File: config.mk
export PLATFORM = sky130hd
export DESIGN_NAME = mux_nx1_seq_flat
export DESIGN_NICKNAME = d
export VERILOG_FILES = /design/src/rtl/mux_nx1_seq_pkg.sv /design/src/rtl/mux_nx1_seq_if.sv /design/src/rtl/mux_nx1_seq_next_en.sv /design/src/rtl/mux_nx1_seq.sv /design/src/flat_wrapper.sv
export SDC_FILE = /design/constraint.sdc
export NUM_CORES = 1
export LEC_CHECK = 0
export ABC_CLOCK_PERIOD_IN_PS = 2250
export BUFFER_PORTS_ARGS = -buffer_cell sky130_fd_sc_hd__buf_2
export CAP_MARGIN = 20
export CORE_UTILIZATION = 49
export DETAILED_ROUTE_END_ITERATION = 16
export GPL_ROUTABILITY_DRIVEN = 1
export PLACE_DENSITY = 0.78
export SLEW_MARGIN = 10
export SYNTH_ARGS = -nofsm -noshare
export SYNTH_HDL_FRONTEND = slang
export SYNTH_SLANG_ARGS = --single-unit
File: constraint.sdc
create_clock -name clk -period 2.25 [get_ports clk]
set_input_delay 0.225 -clock clk [delete_from_list [all_inputs] [get_ports clk]]
set_output_delay 0.225 -clock clk [all_outputs]
set_load 0.1 [all_outputs]
File: src/rtl/mux_nx1_seq_pkg.sv
// Shared types and constants for the mux_nx1_seq channel selector.
// Optional feature macro: MUXSEQ_MASK_EN (per-channel enable mask).
package mux_seq_pkg;

  // Sequencer states: IDLE streams manual beats, SCAN sweeps all channels,
  // FLUSH waits for the last sweep beat to leave the output register.
  typedef enum logic [1:0] {
    IDLE  = 2'd0,
    SCAN  = 2'd1,
    FLUSH = 2'd2
  } mux_state_e;

  localparam logic MUX_MODE_MANUAL = 1'b0;
  localparam logic MUX_MODE_SCAN   = 1'b1;

endpackage

File: src/rtl/mux_nx1_seq_if.sv
// Bus interface of mux_nx1_seq: packed channel inputs, control, and the
// registered output beat with its valid/ready handshake.
// With MUXSEQ_MASK_EN defined the interface also carries ch_mask.
interface mux_nx1_seq_if #(
  parameter int NCH   = 16,
  parameter int WIDTH = 1
);
  localparam int SELW = $clog2(NCH);

  logic [NCH*WIDTH-1:0] i_data;
  logic                 mode;
  logic [SELW-1:0]      sel;
  logic                 start;
`ifdef MUXSEQ_MASK_EN
  logic [NCH-1:0]       ch_mask;
`endif
  logic [WIDTH-1:0]     y;
  logic [SELW-1:0]      y_ch;
  logic                 y_err;
  logic                 out_valid;
  logic                 out_ready;
  logic                 busy;
  logic                 done;

  // Producer of channel data / consumer of beats (bench or surrounding logic).
  modport master (
    output i_data, mode, sel, start, out_ready,
    input  y, y_ch, y_err, out_valid, busy, done
`ifdef MUXSEQ_MASK_EN
    , output ch_mask
`endif
  );

  // The selector itself.
  modport slave (
    input  i_data, mode, sel, start, out_ready,
    output y, y_ch, y_err, out_valid, busy, done
`ifdef MUXSEQ_MASK_EN
    , input ch_mask
`endif
  );

endinterface

File: src/rtl/mux_nx1_seq_next_en.sv
// mux_next_en: priority search for the lowest enabled channel index that is
// >= from_i. none_o is set when no enabled channel remains at or above from_i.
// Only instantiated when MUXSEQ_MASK_EN is defined.
module mux_next_en #(
  parameter  int NCH  = 16,
  localparam int SELW = $clog2(NCH)
) (
  input  logic [NCH-1:0]  mask_i,
  input  logic [SELW-1:0] from_i,
  output logic [SELW-1:0] next_o,
  output logic            none_o
);

  // Descending scan so the lowest qualifying index is the one that sticks.
  always_comb begin
    // NOTE: every output gets a default before the loop; otherwise a path
    // that matches nothing would have to remember the old value (a latch).
    next_o = '0;
    none_o = 1'b1;
    for (int k = NCH - 1; k >= 0; k--) begin
      if (mask_i[k] && (k >= int'(from_i))) begin
        next_o = SELW'(k);
        none_o = 1'b0;
      end
    end
  end

endmodule

File: src/rtl/mux_nx1_seq.sv
// mux_nx1_seq: registered N:1 channel selector with manual and scan modes.
// Manual mode streams ch[sel] continuously; scan mode sweeps every channel
// once per start and pulses done after the last beat is accepted.
// Optional feature macro: MUXSEQ_MASK_EN adds ch_mask; masked channels are
// skipped in scan and flagged with y_err in manual mode.
module mux_nx1_seq
  import mux_seq_pkg::*;
#(
  parameter int NCH   = 16,
  parameter int WIDTH = 1
) (
  input logic           clk,
  input logic           rst_n,
  mux_nx1_seq_if.slave  bus
);

  localparam int              SELW     = $clog2(NCH);
  localparam logic [SELW-1:0] LAST_IDX = SELW'(NCH - 1);

  mux_state_e       state_q, state_d;
  logic [SELW-1:0]  cnt_q,   cnt_d;
  logic [WIDTH-1:0] y_q,     y_d;
  logic [SELW-1:0]  y_ch_q,  y_ch_d;
  logic             y_err_q, y_err_d;
  logic             valid_q, valid_d;
  logic             done_q,  done_d;

  logic             free;       // output register can take a new beat
  logic [SELW-1:0]  scan_idx;   // channel the sweep loads next
  logic             scan_none;  // no channel left to load in this sweep
  logic [SELW-1:0]  rd_idx;     // channel driven into the read mux
  logic [WIDTH-1:0] rd_data;
  logic             sel_en;     // manual sel names an existing, enabled channel

  assign free = !valid_q || bus.out_ready;

`ifdef MUXSEQ_MASK_EN
  mux_next_en #(
    .NCH (NCH)
  ) u_next_en (
    .mask_i (bus.ch_mask),
    .from_i (cnt_q),
    .next_o (scan_idx),
    .none_o (scan_none)
  );
`else
  // All channels enabled: the counter itself is the next index, and the
  // sweep always ends through LAST_IDX, never through scan_none.
  assign scan_idx  = cnt_q;
  assign scan_none = 1'b0;
`endif

  // The read mux serves sel in IDLE and the sweep index otherwise.
  assign rd_idx = (state_q == IDLE) ? bus.sel : scan_idx;

  // Read mux and manual-select validity; an index >= NCH matches no channel,
  // so it yields zero data and sel_en = 0 without a separate range compare.
  always_comb begin
    rd_data = '0;
    sel_en  = 1'b0;
    for (int k = 0; k < NCH; k++) begin
      if (SELW'(k) == rd_idx) begin
        rd_data = bus.i_data[k*WIDTH +: WIDTH];
      end
      if (SELW'(k) == bus.sel) begin
`ifdef MUXSEQ_MASK_EN
        sel_en = bus.ch_mask[k];
`else
        sel_en = 1'b1;
`endif
      end
    end
  end

  // Next-state and output-register load logic for the three-state sequencer.
  always_comb begin
    state_d = state_q;
    cnt_d   = cnt_q;
    y_d     = y_q;
    y_ch_d  = y_ch_q;
    y_err_d = y_err_q;
    valid_d = valid_q && !bus.out_ready;  // an accepted beat leaves unless reloaded
    done_d  = 1'b0;

    case (state_q)
      IDLE: begin
        if (bus.mode == MUX_MODE_SCAN) begin
          // A held manual beat stays put until accepted; no new manual loads.
          if (bus.start) begin
            cnt_d   = '0;
            state_d = SCAN;
          end
        end else if (free) begin
          y_d     = sel_en ? rd_data : '0;
          y_ch_d  = bus.sel;
          y_err_d = !sel_en;
          valid_d = 1'b1;
        end
      end

      SCAN: begin
        if (scan_none) begin
          // Nothing left to load: finish now if the register is empty or
          // draining this cycle, otherwise wait in FLUSH.
          if (free) begin
            state_d = IDLE;
            cnt_d   = '0;
            done_d  = 1'b1;
          end else begin
            state_d = FLUSH;
          end
        end else if (free) begin
          y_d     = rd_data;
          y_ch_d  = scan_idx;
          y_err_d = 1'b0;
          valid_d = 1'b1;
          if (scan_idx == LAST_IDX) begin
            // No wrap: the highest channel ends the sweep.
            cnt_d   = scan_idx;
            state_d = FLUSH;
          end else begin
            cnt_d   = scan_idx + SELW'(1);
          end
        end
      end

      FLUSH: begin
        if (free) begin
          state_d = IDLE;
          cnt_d   = '0;
          done_d  = 1'b1;
        end
      end

      default: begin
        state_d = IDLE;
      end
    endcase
  end

  // State and output registers; reset aborts any sweep without a done pulse.
  always_ff @(posedge clk or negedge rst_n) begin
    // NOTE: sequential state uses non-blocking assignments so every register
    // samples the pre-edge values, independent of statement order.
    if (!rst_n) begin
      state_q <= IDLE;
      cnt_q   <= '0;
      y_q     <= '0;
      y_ch_q  <= '0;
      y_err_q <= 1'b0;
      valid_q <= 1'b0;
      done_q  <= 1'b0;
    end else begin
      state_q <= state_d;
      cnt_q   <= cnt_d;
      y_q     <= y_d;
      y_ch_q  <= y_ch_d;
      y_err_q <= y_err_d;
      valid_q <= valid_d;
      done_q  <= done_d;
    end
  end

  assign bus.y         = y_q;
  assign bus.y_ch      = y_ch_q;
  assign bus.y_err     = y_err_q;
  assign bus.out_valid = valid_q;
  assign bus.busy      = (state_q != IDLE);
  assign bus.done      = done_q;

endmodule

File: src/flat_wrapper.sv
// flat-port wrapper written by rule: the top's interface ports become plain ports
module mux_nx1_seq_flat import mux_seq_pkg::*;
#(
  parameter int NCH   = 16,
  parameter int WIDTH = 1
)
  (clk, rst_n, bus_i_data, bus_mode, bus_sel, bus_start, bus_out_ready, bus_y, bus_y_ch, bus_y_err, bus_out_valid, bus_busy, bus_done);
  mux_nx1_seq_if #(.NCH(NCH), .WIDTH(WIDTH)) bus_i ();
  input logic clk;
  input logic rst_n;
  input wire logic [$bits(bus_i.i_data)-1:0] bus_i_data;
  input wire logic [$bits(bus_i.mode)-1:0] bus_mode;
  input wire logic [$bits(bus_i.sel)-1:0] bus_sel;
  input wire logic [$bits(bus_i.start)-1:0] bus_start;
  input wire logic [$bits(bus_i.out_ready)-1:0] bus_out_ready;
  output wire logic [$bits(bus_i.y)-1:0] bus_y;
  output wire logic [$bits(bus_i.y_ch)-1:0] bus_y_ch;
  output wire logic [$bits(bus_i.y_err)-1:0] bus_y_err;
  output wire logic [$bits(bus_i.out_valid)-1:0] bus_out_valid;
  output wire logic [$bits(bus_i.busy)-1:0] bus_busy;
  output wire logic [$bits(bus_i.done)-1:0] bus_done;
  assign bus_i.i_data = bus_i_data;
  assign bus_i.mode = bus_mode;
  assign bus_i.sel = bus_sel;
  assign bus_i.start = bus_start;
  assign bus_i.out_ready = bus_out_ready;
  assign bus_y = bus_i.y;
  assign bus_y_ch = bus_i.y_ch;
  assign bus_y_err = bus_i.y_err;
  assign bus_out_valid = bus_i.out_valid;
  assign bus_busy = bus_i.busy;
  assign bus_done = bus_i.done;
  mux_nx1_seq #(.NCH(NCH), .WIDTH(WIDTH)) u_core (.clk(clk), .rst_n(rst_n), .bus(bus_i));
endmodule
==> results of run 1 <==
per-layer routing:
layer / global-route usage, % / share of wire (%) / vias to the layer above
met1: 34.8 / 46 / 483
met3: 4.23 / 6.9 / 0
li1: - / - / 512
met5: 0 / 0 / -
met4: 3.43 / 0 / 0
met2: 39.2 / 48 / 54
power groups by stage:
| stage | logic [mW] | registers [mW] | clock network [mW] |
|---|---|---|---|
| final | 1.16 | 0.469 | 0.181 |
| after global routing | 1.27 | 0.486 | 0.198 |
| after CTS | 1.16 | 0.463 | 0.183 |
| after detailed placement | 1.15 | 0.468 | 0 |
| after global placement | 1.13 | 0.460 | 0 |
| after floorplan | 0.659 | 0.734 | 0 |
worst max-delay path, stage by stage, from the launching register on:
cell and delay, ps:
sky130_fd_sc_hd__dfrtp_2 510, sky130_fd_sc_hd__nor2_4 190, sky130_fd_sc_hd__inv_2 110, sky130_fd_sc_hd__mux2i_4 310, sky130_fd_sc_hd__mux2i_1 120, sky130_fd_sc_hd__a2bb2oi_1 150, sky130_fd_sc_hd__o311a_1 350, sky130_fd_sc_hd__o31ai_1 220
metrics by stage:
| stage | power (mW) | hold slack (ps) |
|---|---|---|
| after global routing | 1.95 | 232 |
| after global placement | 1.59 | 132 |
| after detailed placement | 1.62 | 136 |
| after CTS | 1.80 | 234 |
| final | 1.81 | 244 |
| after floorplan | 1.39 | -70.6 |
cell usage after synthesis, drive strengths merged:
master and n:
a31oi 7, mux2 2, nor3 1, a31o 1, o21ai 11, clkbuf 5, o22ai 1, o211a 1
and3 1, nor4b 3, a2bb2oi 1, o31ai 3, nand4 1, nand2b 3, dfrtp 14, nand3 3
nand2 19, nor2b 2, ha 1, a211o 1, o2bb2ai 1, a21o 1, a311oi 2, mux2i 7
a22oi 2, or3 1, o211ai 1, inv 5, nor2 13, or4 1, o311a 1, a21oi 3
or3b 1
repair_timing:
item | 4_1_cts | 5_1_grt
endpoints found under the hold margin | 14 | 0
endpoints found under the setup margin | 0 | 1
resized for setup | 0 | 3
hold buffers | 1 | 0
area by class of cell:
type,instances,area (um2),area share (%)
clock buffer,4,36.3,2.96
inverter,5,18.8,1.53
multi-input combinational,96,603,49.2
sequential,14,353,28.8
tap,25,31.3,2.55
timing repair buffer,35,183,14.9
final timing paths:
kind                                                   to  cells after the start
max                              u_core.bus.y$_DFFE_PN0P_                      7
min                        u_core.bus.y_ch[3]$_DFFE_PN0P_                      3
max reg2reg                      u_core.bus.y$_DFFE_PN0P_                      7
min reg2reg                  u_core.bus.y_err$_DFFE_PN0P_                      1
max in group asynchronous   u_core.state_q[0]$_DFFE_PN0P_                      2
min in group asynchronous     u_core.cnt_q[1]$_DFFE_PN0P_                      2
state kept, by name, indices dropped and copies added (netlist names):
register	flops
u_core.state_q	2
u_core.bus.y	1
u_core.cnt_q	4
u_core.bus.out_valid	1
u_core.bus.y_ch	4
u_core.bus.y_err	1
u_core.bus.done	1
cells by family (layout without fill, tap and decap cells):
logic type	count (synthesis)	count (layout)	synth area share, %
simple gates	49	49	24.2
compound gates	37	37	24.7
flops	14	14	35.4
buf+inv	10	44	3.79
mux	9	9	10.6
fa+ha+maj	1	1	1.26
==> flow_summary.html, run 1 <==
<table>
<tr><th>Metric</th><th>Value</th></tr>
<tr><th colspan="2">Worst setup path</th></tr>
<tr><td>Critical Path Sink Type</td><td>flip-flop</td></tr>
<tr><td>Required time reported for the critical path endpoint</td><td>~2400 ps</td></tr>
<tr><td>Critical path peak fanout</td><td>11</td></tr>
<tr><td>Category of the most critical setup path</td><td>reg2reg</td></tr>
<tr><td>Worst flop-to-flop path startpoint</td><td>u_core.state_q[1]$_DFFE_PN0P_</td></tr>
<tr><td>Launch point of the critical path</td><td>u_core.state_q[1]$_DFFE_PN0P_</td></tr>
<tr><td>WP data arrival</td><td>about 2200 ps</td></tr>
<tr><td>Reg2Reg Setup Slack</td><td>between 150 and 200 ps</td></tr>
<tr><td>Crit path launch type</td><td>flip-flop</td></tr>
<tr><th colspan="2">Power</th></tr>
<tr><td>Switch Pwr</td><td>1.02 mW</td></tr>
<tr><td>Power Internal</td><td>0.791 mW</td></tr>
<tr><td>Power density over the cells</td><td>1480 mW/mm2</td></tr>
<tr><td>Maximum ir drop on the vdd rail</td><td>a little over 900 uV</td></tr>
<tr><td>Proportion of power drawn by the clock network</td><td>10.0%</td></tr>
<tr><td>Switching Fraction</td><td>56.4%</td></tr>
<tr><td>Static Leakage</td><td>0.573 nW</td></tr>
<tr><td>Sequential fraction of design power</td><td>25.9%</td></tr>
<tr><td>Share of total power in combinational logic</td><td>~64%</td></tr>
<tr><th colspan="2">Cells and area</th></tr>
<tr><td>End-of-flow core utilization</td><td>68.0%</td></tr>
<tr><td>Final instance area</td><td>0.00122 mm2</td></tr>
<tr><td>Final-layout fill cell count</td><td>161</td></tr>
<tr><td>Inserted Diodes</td><td>0</td></tr>
<tr><td>Share of final-layout standard cells stronger than drive strength 1</td><td>29.9%</td></tr>
<tr><td>Commonest cells after routing, fill and taps aside</td><td>33 x sky130_fd_sc_hd__buf_2, 19 x sky130_fd_sc_hd__nand2_1, 12 x sky130_fd_sc_hd__nor2_1, 12 x sky130_fd_sc_hd__dfrtp_1, 10 x sky130_fd_sc_hd__o21ai_0</td></tr>
<tr><td>Number of cells in the finished layout apart from fillers</td><td>179</td></tr>
<tr><td>Total number of nets in the final design</td><td>between 150 and 200</td></tr>
<tr><td>Leading cell type in the layout, fill and taps excluded</td><td>sky130_fd_sc_hd__buf_2</td></tr>
<tr><td>Area grow syn2layout</td><td>23.6%</td></tr>
<tr><th colspan="2">Timing</th></tr>
<tr><td>Fraction of the cycle the final worst path needs</td><td>roughly 90%</td></tr>
<tr><td>Measured slew at the worst slew-check pin</td><td>559 ps</td></tr>
<tr><td>Max Clk Rate</td><td>484 MHz</td></tr>
<tr><td>Final total negative setup slack</td><td>0 ps</td></tr>
<tr><td>Largest clock skew in the final design</td><td>15.4 ps</td></tr>
<tr><td>Final Max Slew Viols</td><td>0</td></tr>
<tr><td>Unrepaired setup endpoints after global routing</td><td>false</td></tr>
<tr><td># setup viols final</td><td>0</td></tr>
<tr><td>PnR worst setup slack</td><td>between 150 and 200 ps</td></tr>
<tr><td>Final Hold Fails</td><td>0</td></tr>
<tr><td>Headroom to the max-slew limit</td><td>62.6%</td></tr>
<tr><td>Time the final worst path needs with I/O delays and setup</td><td>2070 ps</td></tr>
<tr><th colspan="2">Global routing</th></tr>
<tr><td>Antenna violations before repair</td><td>0</td></tr>
<tr><td>Number of global-route vias before repair</td><td>879</td></tr>
<tr><td>Overflow left after global routing</td><td>0</td></tr>
<tr><td>First-pass GRT wire length</td><td>3.85 mm</td></tr>
<tr><td>GRT Util Overall</td><td>24.2%</td></tr>
<tr><td>Pin count of the biggest net entering global routing</td><td>15</td></tr>
<tr><th colspan="2">Synth</th></tr>
<tr><td>Post-synthesis instance total</td><td>120</td></tr>
<tr><td>Mean instance size in the synthesized netlist</td><td>just over 8 um2</td></tr>
<tr><td>Portion of synthesized cell area occupied by the leading cell type</td><td>35.4%</td></tr>
<tr><td>Cell Area, Synth</td><td>991 um2</td></tr>
<tr><td>Net count after synthesis</td><td>146</td></tr>
<tr><td>Part of the Yosys area used for sequential elements</td><td>between 30% and 40%</td></tr>
<tr><td>Warnings, synthesis</td><td>0</td></tr>
<tr><td>Top post-synthesis cells by area</td><td>sky130_fd_sc_hd__dfrtp_1 35%, sky130_fd_sc_hd__nand2_1 7.2%, sky130_fd_sc_hd__mux2i_1 6.1%</td></tr>
<tr><td>Post-synthesis cell type with the largest combined area</td><td>sky130_fd_sc_hd__dfrtp_1</td></tr>
<tr><td>Number of distinct library cells after synthesis</td><td>36</td></tr>
<tr><td>Total of flip-flops plus latches after synthesis</td><td>14</td></tr>
<tr><th colspan="2">Route</th></tr>
<tr><td>Post-detailed-route DRC marker count</td><td>0</td></tr>
<tr><td>Number of vias after detailed routing</td><td>1049</td></tr>
<tr><td>Count of nets left with antenna violations after detail routing</td><td>0</td></tr>
<tr><td>WL per Instance</td><td>13.5 um</td></tr>
<tr><td>Drt first pass iters</td><td>4</td></tr>
<tr><td>Routed Wire Length</td><td>2.42 mm</td></tr>
<tr><td>Iteration-0 DRC Markers</td><td>31</td></tr>
<tr><td>Number of vias per cell after detailed routing</td><td>5.86</td></tr>
<tr><th colspan="2">Floorplanning</th></tr>
<tr><td>Initial cell density of the core</td><td>55.0%</td></tr>
<tr><td>Number of top-level pins</td><td>34</td></tr>
<tr><td>Core box area</td><td>roughly 0.0018 mm2</td></tr>
<tr><td>Die Width</td><td>47.0 um</td></tr>
<tr><td>Floorplan die height</td><td>47.0 um</td></tr>
<tr><td>Die area</td><td>0.00221 mm2</td></tr>
<tr><td>Total number of placement rows</td><td>15</td></tr>
<tr><th colspan="2">Clocking</th></tr>
<tr><td>CTS tree</td><td>yes</td></tr>
<tr><td>Worst-skew pair later-pin latency</td><td>280 ps</td></tr>
<tr><td>Cell at the root of the clock tree</td><td>sky130_fd_sc_hd__clkbuf_4</td></tr>
<tr><td>Clk pin slew, worst setup/hold paths</td><td>around 100 ps</td></tr>
<tr><td>Number of buffers inserted during clock tree synthesis</td><td>3</td></tr>
<tr><td>Htree depth</td><td>1</td></tr>
<tr><td>Clock sink count</td><td>14</td></tr>
<tr><td>Longest Clk Path Bufs</td><td>2</td></tr>
<tr><td>Post-CTS Setup Repair Bufs</td><td>0</td></tr>
<tr><th colspan="2">Placed design</th></tr>
<tr><td>Post-Place Worst Slack</td><td>135 ps</td></tr>
<tr><td>Post-DP HPWL</td><td>1.85 mm</td></tr>
<tr><td>Global placer's final weighted congestion</td><td>between 0.9 and 1</td></tr>
<tr><td>Port Buffers</td><td>33</td></tr>
<tr><td>Number of placed instances, taps included</td><td>roughly 170</td></tr>
<tr><td>Placed Instance Area</td><td>0.00118 mm2</td></tr>
<tr><th colspan="2">Worst hold path</th></tr>
<tr><td>Kind of path behind the tightest hold check</td><td>in2reg</td></tr>
<tr><td>Hold wc startpoint</td><td>bus_sel[3]</td></tr>
<tr><th colspan="2">Status</th></tr>
<tr><td>Status</td><td>complete, no violations</td></tr>
<tr><th colspan="2">Run</th></tr>
<tr><td>Max_cap viols</td><td>0</td></tr>
</table>
(Power assumes the default switching activity.)
==> run 2: changes to the inputs <==
- BUFFER_PORTS_ARGS: -buffer_cell sky130_fd_sc_hd__buf_2 -> unset
- CORE_UTILIZATION: 49 -> 61
- DONT_BUFFER_PORTS: unset -> 1
- PLACE_DENSITY: 0.78 -> 0.77
==> run 2 against run 1 <==
Effect of this change: count of clock-buffer cells in the layout is 1 lower; register-to-register slack better by 20 ps; non-clock buffer count is 21 lower; sequential share of layout area is 2.2 points higher; hold slack worse by 150 ps; first-iteration DRC count is 16% lower; utilization is 7.0 points higher; via count is 9.9% lower; largest power group unchanged; highest routed layer is now met4.
==> flow_summary.html, run 2 (synthesis gave the netlist of run 1 again) <==
<table>
<tr><th>Metric</th><th>Value</th></tr>
<tr><th colspan="2">Route</th></tr>
<tr><td>Number of vias after detailed routing</td><td>945 (-9.9%)</td></tr>
<tr><td>Detailed-route wire length on metal 1</td><td>1.05 mm (-4.1%)</td></tr>
<tr><td>Drt first pass iters</td><td>4 (unchanged)</td></tr>
<tr><td>Total length of routed met3 wires</td><td>202 um (+22%)</td></tr>
<tr><td>Top layer reached by signal wires</td><td>met4</td></tr>
<tr><td>DR WL met2</td><td>986 um (-14%)</td></tr>
<tr><td>Post-detailed-route DRC marker count</td><td>0 (unchanged)</td></tr>
<tr><td>Count of nets left with antenna violations after detail routing</td><td>0 (unchanged)</td></tr>
<tr><td>Number of vias per cell after detailed routing</td><td>6.39 (+9.0%)</td></tr>
<tr><td>Iteration-0 DRC Markers</td><td>26 (-16%)</td></tr>
<tr><td>Routed Wire Length</td><td>2.28 mm (-5.8%)</td></tr>
<tr><td>WL per Instance</td><td>15.4 um (+14%)</td></tr>
<tr><th colspan="2">Placed design</th></tr>
<tr><td>Post-DP HPWL</td><td>1.70 mm (-8.0%)</td></tr>
<tr><td>Placed Instance Area</td><td>0.00109 mm2 (-7.3%)</td></tr>
<tr><td>Global placer's final weighted congestion</td><td>0.885 (-2.3%)</td></tr>
<tr><td>Port Buffers</td><td>0 (-100%)</td></tr>
<tr><td>Number of placed instances, taps included</td><td>144 (-17%)</td></tr>
<tr><td>Post-Place Worst Slack</td><td>121 ps (-14.0 ps)</td></tr>
<tr><th colspan="2">Clocking</th></tr>
<tr><td>Longest Clk Path Bufs</td><td>2 (unchanged)</td></tr>
<tr><td>Clock sink count</td><td>14 (unchanged)</td></tr>
<tr><td>CTS tree</td><td>yes</td></tr>
<tr><td>Post-CTS Setup Repair Bufs</td><td>0 (unchanged)</td></tr>
<tr><td>Number of buffers inserted during clock tree synthesis</td><td>3 (unchanged)</td></tr>
<tr><td>Cell at the root of the clock tree</td><td>sky130_fd_sc_hd__clkbuf_4</td></tr>
<tr><td>Clk pin slew, worst setup/hold paths</td><td>80 ps (-20 ps)</td></tr>
<tr><td>Worst-skew pair later-pin latency</td><td>280 ps (about the same)</td></tr>
<tr><td>Htree depth</td><td>1 (unchanged)</td></tr>
<tr><th colspan="2">Global routing</th></tr>
<tr><td>Number of global-route vias before repair</td><td>853 (-3.0%)</td></tr>
<tr><td>Pin count of the biggest net entering global routing</td><td>15 (unchanged)</td></tr>
<tr><td>Antenna violations before repair</td><td>0 (unchanged)</td></tr>
<tr><td>First-pass GRT wire length</td><td>3.63 mm (-5.7%)</td></tr>
<tr><td>GRT Util Overall</td><td>26.9% (+2.7 points)</td></tr>
<tr><td>Overflow left after global routing</td><td>0 (unchanged)</td></tr>
<tr><th colspan="2">Status</th></tr>
<tr><td>Status</td><td>complete, no violations</td></tr>
<tr><th colspan="2">Timing</th></tr>
<tr><td>Max Clk Rate</td><td>488 MHz (+0.86%)</td></tr>
<tr><td># setup viols final</td><td>0 (unchanged)</td></tr>
<tr><td>Time the final worst path needs with I/O delays and setup</td><td>2050 ps (-17.7 ps)</td></tr>
<tr><td>Fraction of the cycle the final worst path needs</td><td>91.0% (-0.79 points)</td></tr>
<tr><td>Final Max Slew Viols</td><td>0 (unchanged)</td></tr>
<tr><td>Headroom to the max-slew limit</td><td>42.8% (-20 points)</td></tr>
<tr><td>Measured slew at the worst slew-check pin</td><td>858 ps (+299 ps)</td></tr>
<tr><td>PnR worst setup slack</td><td>202 ps (+17.7 ps)</td></tr>
<tr><td>Final total negative setup slack</td><td>0 ps (unchanged)</td></tr>
<tr><td>Final Hold Fails</td><td>0 (unchanged)</td></tr>
<tr><td>Largest clock skew in the final design</td><td>3.05 ps (-12.4 ps)</td></tr>
<tr><td>Unrepaired setup endpoints after global routing</td><td>false</td></tr>
<tr><th colspan="2">Worst setup path</th></tr>
<tr><td>Worst reg-to-reg path cell count</td><td>8 (+1)</td></tr>
<tr><td>Critical path's slowest cell</td><td>sky130_fd_sc_hd__dfrtp_1</td></tr>
<tr><td>Required time reported for the critical path endpoint</td><td>2410 ps (-20 ps)</td></tr>
<tr><td>Critical path peak fanout</td><td>7 (-4)</td></tr>
<tr><td>WP data arrival</td><td>2210 ps (-30 ps)</td></tr>
<tr><td>Critical Path Sink Type</td><td>flip-flop</td></tr>
<tr><td>CP Cell Sequence</td><td>nor2_4 -&gt; inv_2 -&gt; buf_6 -&gt; a31oi_1 -&gt; o21ai_0 -&gt; a311oi_1 -&gt; o311a_1 -&gt; o31ai_1</td></tr>
<tr><td>Peak per-stage delay on the critical path</td><td>470 ps (-40 ps)</td></tr>
<tr><td>Crit path launch type</td><td>flip-flop</td></tr>
<tr><td>Category of the most critical setup path</td><td>reg2reg</td></tr>
<tr><th colspan="2">Floorplanning</th></tr>
<tr><td>Number of top-level pins</td><td>34 (unchanged)</td></tr>
<tr><td>Floorplan die height</td><td>42.3 um (-9.9%)</td></tr>
<tr><td>Die area</td><td>0.00179 mm2 (-19%)</td></tr>
<tr><td>Core box area</td><td>0.00151 mm2 (-16%)</td></tr>
<tr><td>Initial cell density of the core</td><td>65.8% (+11 points)</td></tr>
<tr><td>Total number of placement rows</td><td>14 (-1)</td></tr>
<tr><td>Die Width</td><td>42.3 um (-9.9%)</td></tr>
<tr><th colspan="2">Run</th></tr>
<tr><td>Max_cap viols</td><td>0 (unchanged)</td></tr>
<tr><th colspan="2">Power</th></tr>
<tr><td>Static Leakage</td><td>0.492 nW (-14%)</td></tr>
<tr><td>Power density over the cells</td><td>1600 mW/mm2 (+8.3%)</td></tr>
<tr><td>Maximum ir drop on the vdd rail</td><td>871 uV (-4.4%)</td></tr>
<tr><th colspan="2">Cells and area</th></tr>
<tr><td>Share of final-layout standard cells stronger than drive strength 1</td><td>17.4% (-12 points)</td></tr>
<tr><td>Inserted Diodes</td><td>0 (unchanged)</td></tr>
<tr><td>Area grow syn2layout</td><td>14.0%</td></tr>
<tr><td>Final instance area</td><td>0.00113 mm2 (-7.8%)</td></tr>
<tr><td>Commonest cells after routing, fill and taps aside</td><td>19 x sky130_fd_sc_hd__nand2_1, 14 x sky130_fd_sc_hd__dfrtp_1, 12 x sky130_fd_sc_hd__nor2_1, 12 x sky130_fd_sc_hd__buf_4, 11 x sky130_fd_sc_hd__o21ai_0</td></tr>
<tr><td>Final-layout fill cell count</td><td>115 (-29%)</td></tr>
<tr><td>End-of-flow core utilization</td><td>75.0% (+7.0 points)</td></tr>
<tr><td>Leading cell type in the layout, fill and taps excluded</td><td>sky130_fd_sc_hd__nand2_1</td></tr>
<tr><td>Number of cells in the finished layout apart from fillers</td><td>148 (-17%)</td></tr>
<tr><td>Total number of nets in the final design</td><td>160 (-12%)</td></tr>
<tr><th colspan="2">Worst hold path</th></tr>
<tr><td>Worst hold path stage count</td><td>2 (-1)</td></tr>
<tr><td>Kind of path behind the tightest hold check</td><td>in2reg</td></tr>
</table>
==> run 2: where the power goes <==
part | switching (mW) | internal [mW] | total, mW
Sequential | 0.0954 | 0.337 | 0.432
Combinational | 0.833 | 0.408 | 1.24
Clock | 0.0748 | 0.0620 | 0.137
Total | 1.00 | 0.807 | 1.81
==> run 2: stage by stage <==
stage / hold slack, ps / power [mW]
floorplan: -70.6 / 1.39
global placement: -70.3 / 1.63
detailed placement: -70.3 / 1.64
CTS: 91.1 / 1.79
global route: 97.1 / 1.93
finish: 93.2 / 1.81
==> run 2: cell type report <==
cell class	instances	area [um2]	area share, %
Clock buffer	3	22.5	1.99
Tap cell	16	20.0	1.77
Sequential cell	14	350	31.0
Timing Repair Buffer	14	111	9.86
Multi-Input combinational cell	96	607	53.7
Inverter	5	18.8	1.66
==> run 2: path summary, 6_finish.rpt <==
check                                         startpoint                              to  slack, ps
min in group asynchronous                          rst_n     u_core.cnt_q[2]$_DFFE_PN0P_        410
setup reg to reg           u_core.state_q[1]$_DFFE_PN0P_        u_core.bus.y$_DFFE_PN0P_        200
hold reg to reg             u_core.bus.y_err$_DFFE_PN0P_    u_core.bus.y_err$_DFFE_PN0P_        500
hold / removal                                bus_sel[0]  u_core.bus.y_ch[0]$_DFFE_PN0P_         90
max in group asynchronous                          rst_n  u_core.bus.y_ch[3]$_DFFE_PN0P_       1430
setup / recovery           u_core.state_q[1]$_DFFE_PN0P_        u_core.bus.y$_DFFE_PN0P_        200
==> run 2: worst max-delay path: cells and delay by family (launching register included) <==
family / cells / cell delay [ps]
AOI/OAI and AO/OA: 5 / 960
DFF: 1 / 470
buffers and inverters: 2 / 300
and+or+nand+nor: 1 / 190
==> run 2: timing repair <==
action / in CTS / in global routing
endpoints found under the hold margin: 14 / 0
setup endpoints to repair: 0 / 1
gates resized for setup: 0 / 2
hold buffers: 1 / 0
==> run 2: routing by layer <==
layer  vias up  global-route usage, %
met2        52                   41.2
met1       419                   38.5
met5         -                      0
met3         5                   4.31
li1        469                      -
met4         0                   9.38
==> run 3: changes to the inputs <==
- ABC_CLOCK_PERIOD_IN_PS: 2250 -> 1800
- CORE_MARGIN: unset -> 2
- CORE_UTILIZATION: 61 -> 55
- PLACE_DENSITY: 0.77 -> 0.73
- clock period: 2.25 -> 1.8 ns (I/O delays scaled with it)
==> run 3 against run 2 <==
Effect of this change: the flow now finishes with violations (negative setup slack); combinational power grew 52%; setup slack lost 310 ps; count of clock-buffer cells in the layout grew 1; fmax grew 7.2%; register-to-register slack lost 310 ps; global-route usage shrank 1.0 points; power grew 48%; sequential power grew 30%; via count grew 9.1%.
==> flow_summary.html, run 3 (synthesis gave the netlist of run 1 again) <==
<table>
<tr><th>Metric</th><th>Value</th></tr>
<tr><th colspan="2">Clocking</th></tr>
<tr><td>Htree depth</td><td>1 (unchanged)</td></tr>
<tr><td>Clock sink count</td><td>14 (unchanged)</td></tr>
<tr><td>Clk pin slew, worst setup/hold paths</td><td>90 ps (about the same)</td></tr>
<tr><td>Worst-skew pair later-pin latency</td><td>280 ps (about the same)</td></tr>
<tr><td>Number of buffers inserted during clock tree synthesis</td><td>3 (unchanged)</td></tr>
<tr><td>Longest Clk Path Bufs</td><td>2 (unchanged)</td></tr>
<tr><td>Cell at the root of the clock tree</td><td>sky130_fd_sc_hd__clkbuf_4</td></tr>
<tr><td>CTS tree</td><td>yes</td></tr>
<tr><th colspan="2">Cells and area</th></tr>
<tr><td>Leading cell type in the layout, fill and taps excluded</td><td>sky130_fd_sc_hd__buf_4</td></tr>
<tr><td>Number of cells in the finished layout apart from fillers</td><td>169 (+14%)</td></tr>
<tr><td>Total number of nets in the final design</td><td>171 (+6.9%)</td></tr>
<tr><td>Area grow syn2layout</td><td>35.2%</td></tr>
<tr><td>Inserted Diodes</td><td>0 (unchanged)</td></tr>
<tr><td>Commonest cells after routing, fill and taps aside</td><td>24 x sky130_fd_sc_hd__buf_4, 19 x sky130_fd_sc_hd__nand2_1, 11 x sky130_fd_sc_hd__dfrtp_1</td></tr>
<tr><td>Share of final-layout standard cells stronger than drive strength 1</td><td>34.0% (+17 points)</td></tr>
<tr><th colspan="2">Worst setup path</th></tr>
<tr><td>WP data arrival</td><td>2110 ps (-100 ps)</td></tr>
<tr><td>Critical Path Sink Type</td><td>flip-flop</td></tr>
<tr><td>Crit path launch type</td><td>flip-flop</td></tr>
<tr><td>Worst reg-to-reg path cell count</td><td>7 (-1)</td></tr>
<tr><td>Worst flop-to-flop path startpoint</td><td>u_core.state_q[1]$_DFFE_PN0P_</td></tr>
<tr><td>Reg2Reg Setup Slack</td><td>-110 ps (-310 ps)</td></tr>
<tr><td>Endpoint of the worst register-to-register path</td><td>u_core.bus.y$_DFFE_PN0P_</td></tr>
<tr><td>Peak per-stage delay on the critical path</td><td>460 ps (about the same)</td></tr>
<tr><td>CP Cell Sequence</td><td>nor2_4 -&gt; buf_4 -&gt; a31oi_2 -&gt; or3b_1 -&gt; a21oi_2 -&gt; a311oi_2 -&gt; o31ai_1</td></tr>
<tr><td>Critical path peak fanout</td><td>5 (-2)</td></tr>
<tr><td>Critical path's slowest cell</td><td>sky130_fd_sc_hd__dfrtp_2</td></tr>
<tr><td>Category of the most critical setup path</td><td>reg2reg</td></tr>
<tr><td>Required time reported for the critical path endpoint</td><td>2000 ps (-410 ps)</td></tr>
<tr><th colspan="2">Run</th></tr>
<tr><td>Max_cap viols</td><td>0 (unchanged)</td></tr>
<tr><th colspan="2">Status</th></tr>
<tr><td>Failing checks</td><td>negative setup slack</td></tr>
<tr><td>Status</td><td>finished, violations left</td></tr>
<tr><th colspan="2">Timing</th></tr>
<tr><td>Measured slew at the worst slew-check pin</td><td>638 ps (-220 ps)</td></tr>
<tr><td>Final Max Slew Viols</td><td>0 (unchanged)</td></tr>
<tr><td>Headroom to the max-slew limit</td><td>57.3% (+15 points)</td></tr>
<tr><td>Time the final worst path needs with I/O delays and setup</td><td>1910 ps (-138 ps)</td></tr>
<tr><td>Max Clk Rate</td><td>524 MHz (+7.2%)</td></tr>
<tr><td>PnR worst setup slack</td><td>-110 ps (-312 ps)</td></tr>
<tr><td># setup viols final</td><td>1 (+1)</td></tr>
<tr><td>Final Hold Fails</td><td>0 (unchanged)</td></tr>
<tr><td>Worst-case hold slack</td><td>39.6 ps (-53.6 ps)</td></tr>
<tr><td>Largest clock skew in the final design</td><td>1.10 ps (-1.95 ps)</td></tr>
<tr><td>Fraction of the cycle the final worst path needs</td><td>106% (+15 points)</td></tr>
<tr><td>Final total negative setup slack</td><td>-110 ps (-110 ps)</td></tr>
<tr><td>Unrepaired setup endpoints after global routing</td><td>true</td></tr>
<tr><th colspan="2">Power</th></tr>
<tr><td>Share of total power in combinational logic</td><td>70.3% (+1.7 points)</td></tr>
<tr><td>Total design power</td><td>2.67 mW (+48%)</td></tr>
<tr><td>Switching Fraction</td><td>53.2% (-2.2 points)</td></tr>
<tr><td>Static Leakage</td><td>0.576 nW (+17%)</td></tr>
<tr><td>Switch Pwr</td><td>1.42 mW (+42%)</td></tr>
<tr><td>Proportion of power drawn by the clock network</td><td>8.7% (+1.1 points)</td></tr>
<tr><td>Sequential fraction of design power</td><td>21.0% (-2.9 points)</td></tr>
<tr><td>Power density over the cells</td><td>1990 mW/mm2 (+24%)</td></tr>
<tr><td>Maximum ir drop on the vdd rail</td><td>1230 uV (+41%)</td></tr>
<tr><td>Power Internal</td><td>1.25 mW (+55%)</td></tr>
<tr><th colspan="2">Floorplanning</th></tr>
<tr><td>Total number of placement rows</td><td>15 (+1)</td></tr>
<tr><td>Die Width</td><td>46.4 um (+9.8%)</td></tr>
<tr><td>Floorplan die height</td><td>46.4 um (+9.8%)</td></tr>
<tr><td>Initial cell density of the core</td><td>58.0% (-7.8 points)</td></tr>
<tr><td>Number of top-level pins</td><td>34 (unchanged)</td></tr>
<tr><td>Core box area</td><td>0.00171 mm2 (+13%)</td></tr>
<tr><td>Die area</td><td>0.00216 mm2 (+21%)</td></tr>
<tr><th colspan="2">Global routing</th></tr>
<tr><td>Number of global-route vias before repair</td><td>901 (+5.6%)</td></tr>
<tr><td>Antenna violations before repair</td><td>0 (unchanged)</td></tr>
<tr><td>First-pass GRT wire length</td><td>3.91 mm (+7.8%)</td></tr>
<tr><td>GRT Util Overall</td><td>25.9% (-1.0 points)</td></tr>
<tr><td>Overflow left after global routing</td><td>0 (unchanged)</td></tr>
<tr><td>Pin count of the biggest net entering global routing</td><td>15 (unchanged)</td></tr>
<tr><th colspan="2">Worst hold path</th></tr>
<tr><td>Worst hold path stage count</td><td>2 (unchanged)</td></tr>
<tr><td>Hold wc startpoint</td><td>bus_sel[3]</td></tr>
<tr><td>Worst Hold Endpoint</td><td>u_core.bus.y_ch[3]$_DFFE_PN0P_</td></tr>
<tr><td>Kind of path behind the tightest hold check</td><td>in2reg</td></tr>
<tr><th colspan="2">Route</th></tr>
<tr><td>Number of vias after detailed routing</td><td>1031 (+9.1%)</td></tr>
<tr><td>Count of nets left with antenna violations after detail routing</td><td>0 (unchanged)</td></tr>
<tr><td>Number of vias per cell after detailed routing</td><td>6.10 (-4.5%)</td></tr>
<tr><td>Post-detailed-route DRC marker count</td><td>0 (unchanged)</td></tr>
<tr><td>WL per Instance</td><td>15.6 um (+1.6%)</td></tr>
<tr><td>Iteration-0 DRC Markers</td><td>29 (+12%)</td></tr>
<tr><td>Drt first pass iters</td><td>4 (unchanged)</td></tr>
<tr><td>Routed Wire Length</td><td>2.64 mm (+16%)</td></tr>
<tr><th colspan="2">Placed design</th></tr>
<tr><td>Post-DP HPWL</td><td>1.92 mm (+13%)</td></tr>
<tr><td>Port Buffers</td><td>0 (unchanged)</td></tr>
<tr><td>Number of placed instances, taps included</td><td>163 (+13%)</td></tr>
<tr><td>Global placer's final weighted congestion</td><td>0.860 (-2.8%)</td></tr>
</table>
-- run 3: cell count changes in the layout (fill, tap and decap cells not counted), moves of 3 or more --
| cell | previous run | this run |
|---|---|---|
| sky130_fd_sc_hd__a31oi_1 | 7 | 4 |
| sky130_fd_sc_hd__a31oi_2 | 0 | 3 |
| sky130_fd_sc_hd__dfrtp_1 | 14 | 11 |
| sky130_fd_sc_hd__buf_4 | 12 | 24 |
-- run 3: cell type report --
cell class                 instances  area (um2)
multi-input combinational         96         699
clock buffer                       4        36.3
inverter                           5        26.3
timing repair buffer              25         190
tap                               25        31.3
sequential                        14         357
fill                             120         368
-- run 3: how the worst max path moves through the flow --
stage                                  start  slack, ps  depth (start not counted)                  endpoint
5_1_grt        u_core.state_q[1]$_DFFE_PN0P_       -210                          7  u_core.bus.y$_DFFE_PN0P_
2_1_floorplan  u_core.state_q[0]$_DFFE_PN0P_        -20                          5  u_core.bus.y$_DFFE_PN0P_
3_3_place_gp   u_core.state_q[0]$_DFFE_PN0P_         -9                          7  u_core.bus.y$_DFFE_PN0P_
3_5_place_dp   u_core.state_q[0]$_DFFE_PN0P_       -110                          7  u_core.bus.y$_DFFE_PN0P_
6_report       u_core.state_q[1]$_DFFE_PN0P_       -110                          7  u_core.bus.y$_DFFE_PN0P_
4_1_cts        u_core.state_q[0]$_DFFE_PN0P_        -50                          7  u_core.bus.y$_DFFE_PN0P_
-- run 3: timing repair --
| action | in CTS | in global routing |
|---|---|---|
| resized for setup | 4 | 16 |
| setup endpoints to repair | 1 | 4 |
| hold endpoints to repair | 14 | 0 |
| hold buffers | 1 | 0 |
| buffers inserted | 0 | 1 |
| pin swaps | 0 | 5 |
-- run 3: critical path, delay by kind of cell, from the launching register on --
kind                   cells  cell delay (ps)
buffers and inverters      1              160
and+or+nand+nor            2              600
AOI/OAI and AO/OA          4              590
DFF                        1              460
-- run 3: per-stage QoR --
| step | instance area (um2) | setup WS [ps] | utilization [%] |
|---|---|---|---|
| 6_report | 1340 | -110 | 78.5 |
| 5_1_grt | 1340 | -213 | 78.5 |
| 4_1_cts | 1240 | -48.2 | 72.6 |
| 3_5_place_dp | 1190 | -110 | 69.5 |
| 3_3_place_gp | 1190 | -9.20 | 69.5 |
| 2_1_floorplan | 1000 | -23.8 | - |
-- run 3: routing by layer --
| layer | vias to the layer above | share of wire, % | GRT usage [%] |
|---|---|---|---|
| met2 | 50 | 48 | 41.9 |
| met4 | 0 | 1.2 | 10.3 |
| met5 | - | 0 | 0 |
| met1 | 484 | 43 | 33.2 |
| met3 | 5 | 7.9 | 5.49 |
| li1 | 492 | - | - |
-- run 3: power groups by stage --
stage	Clock (mW)	Combinational, mW	Sequential [mW]
2_1_floorplan	0	0.841	0.920
3_3_place_gp	0	1.62	0.548
3_5_place_dp	0	1.65	0.555
4_1_cts	0.234	1.68	0.553
5_1_grt	0.253	2.01	0.576
6_report	0.232	1.88	0.561
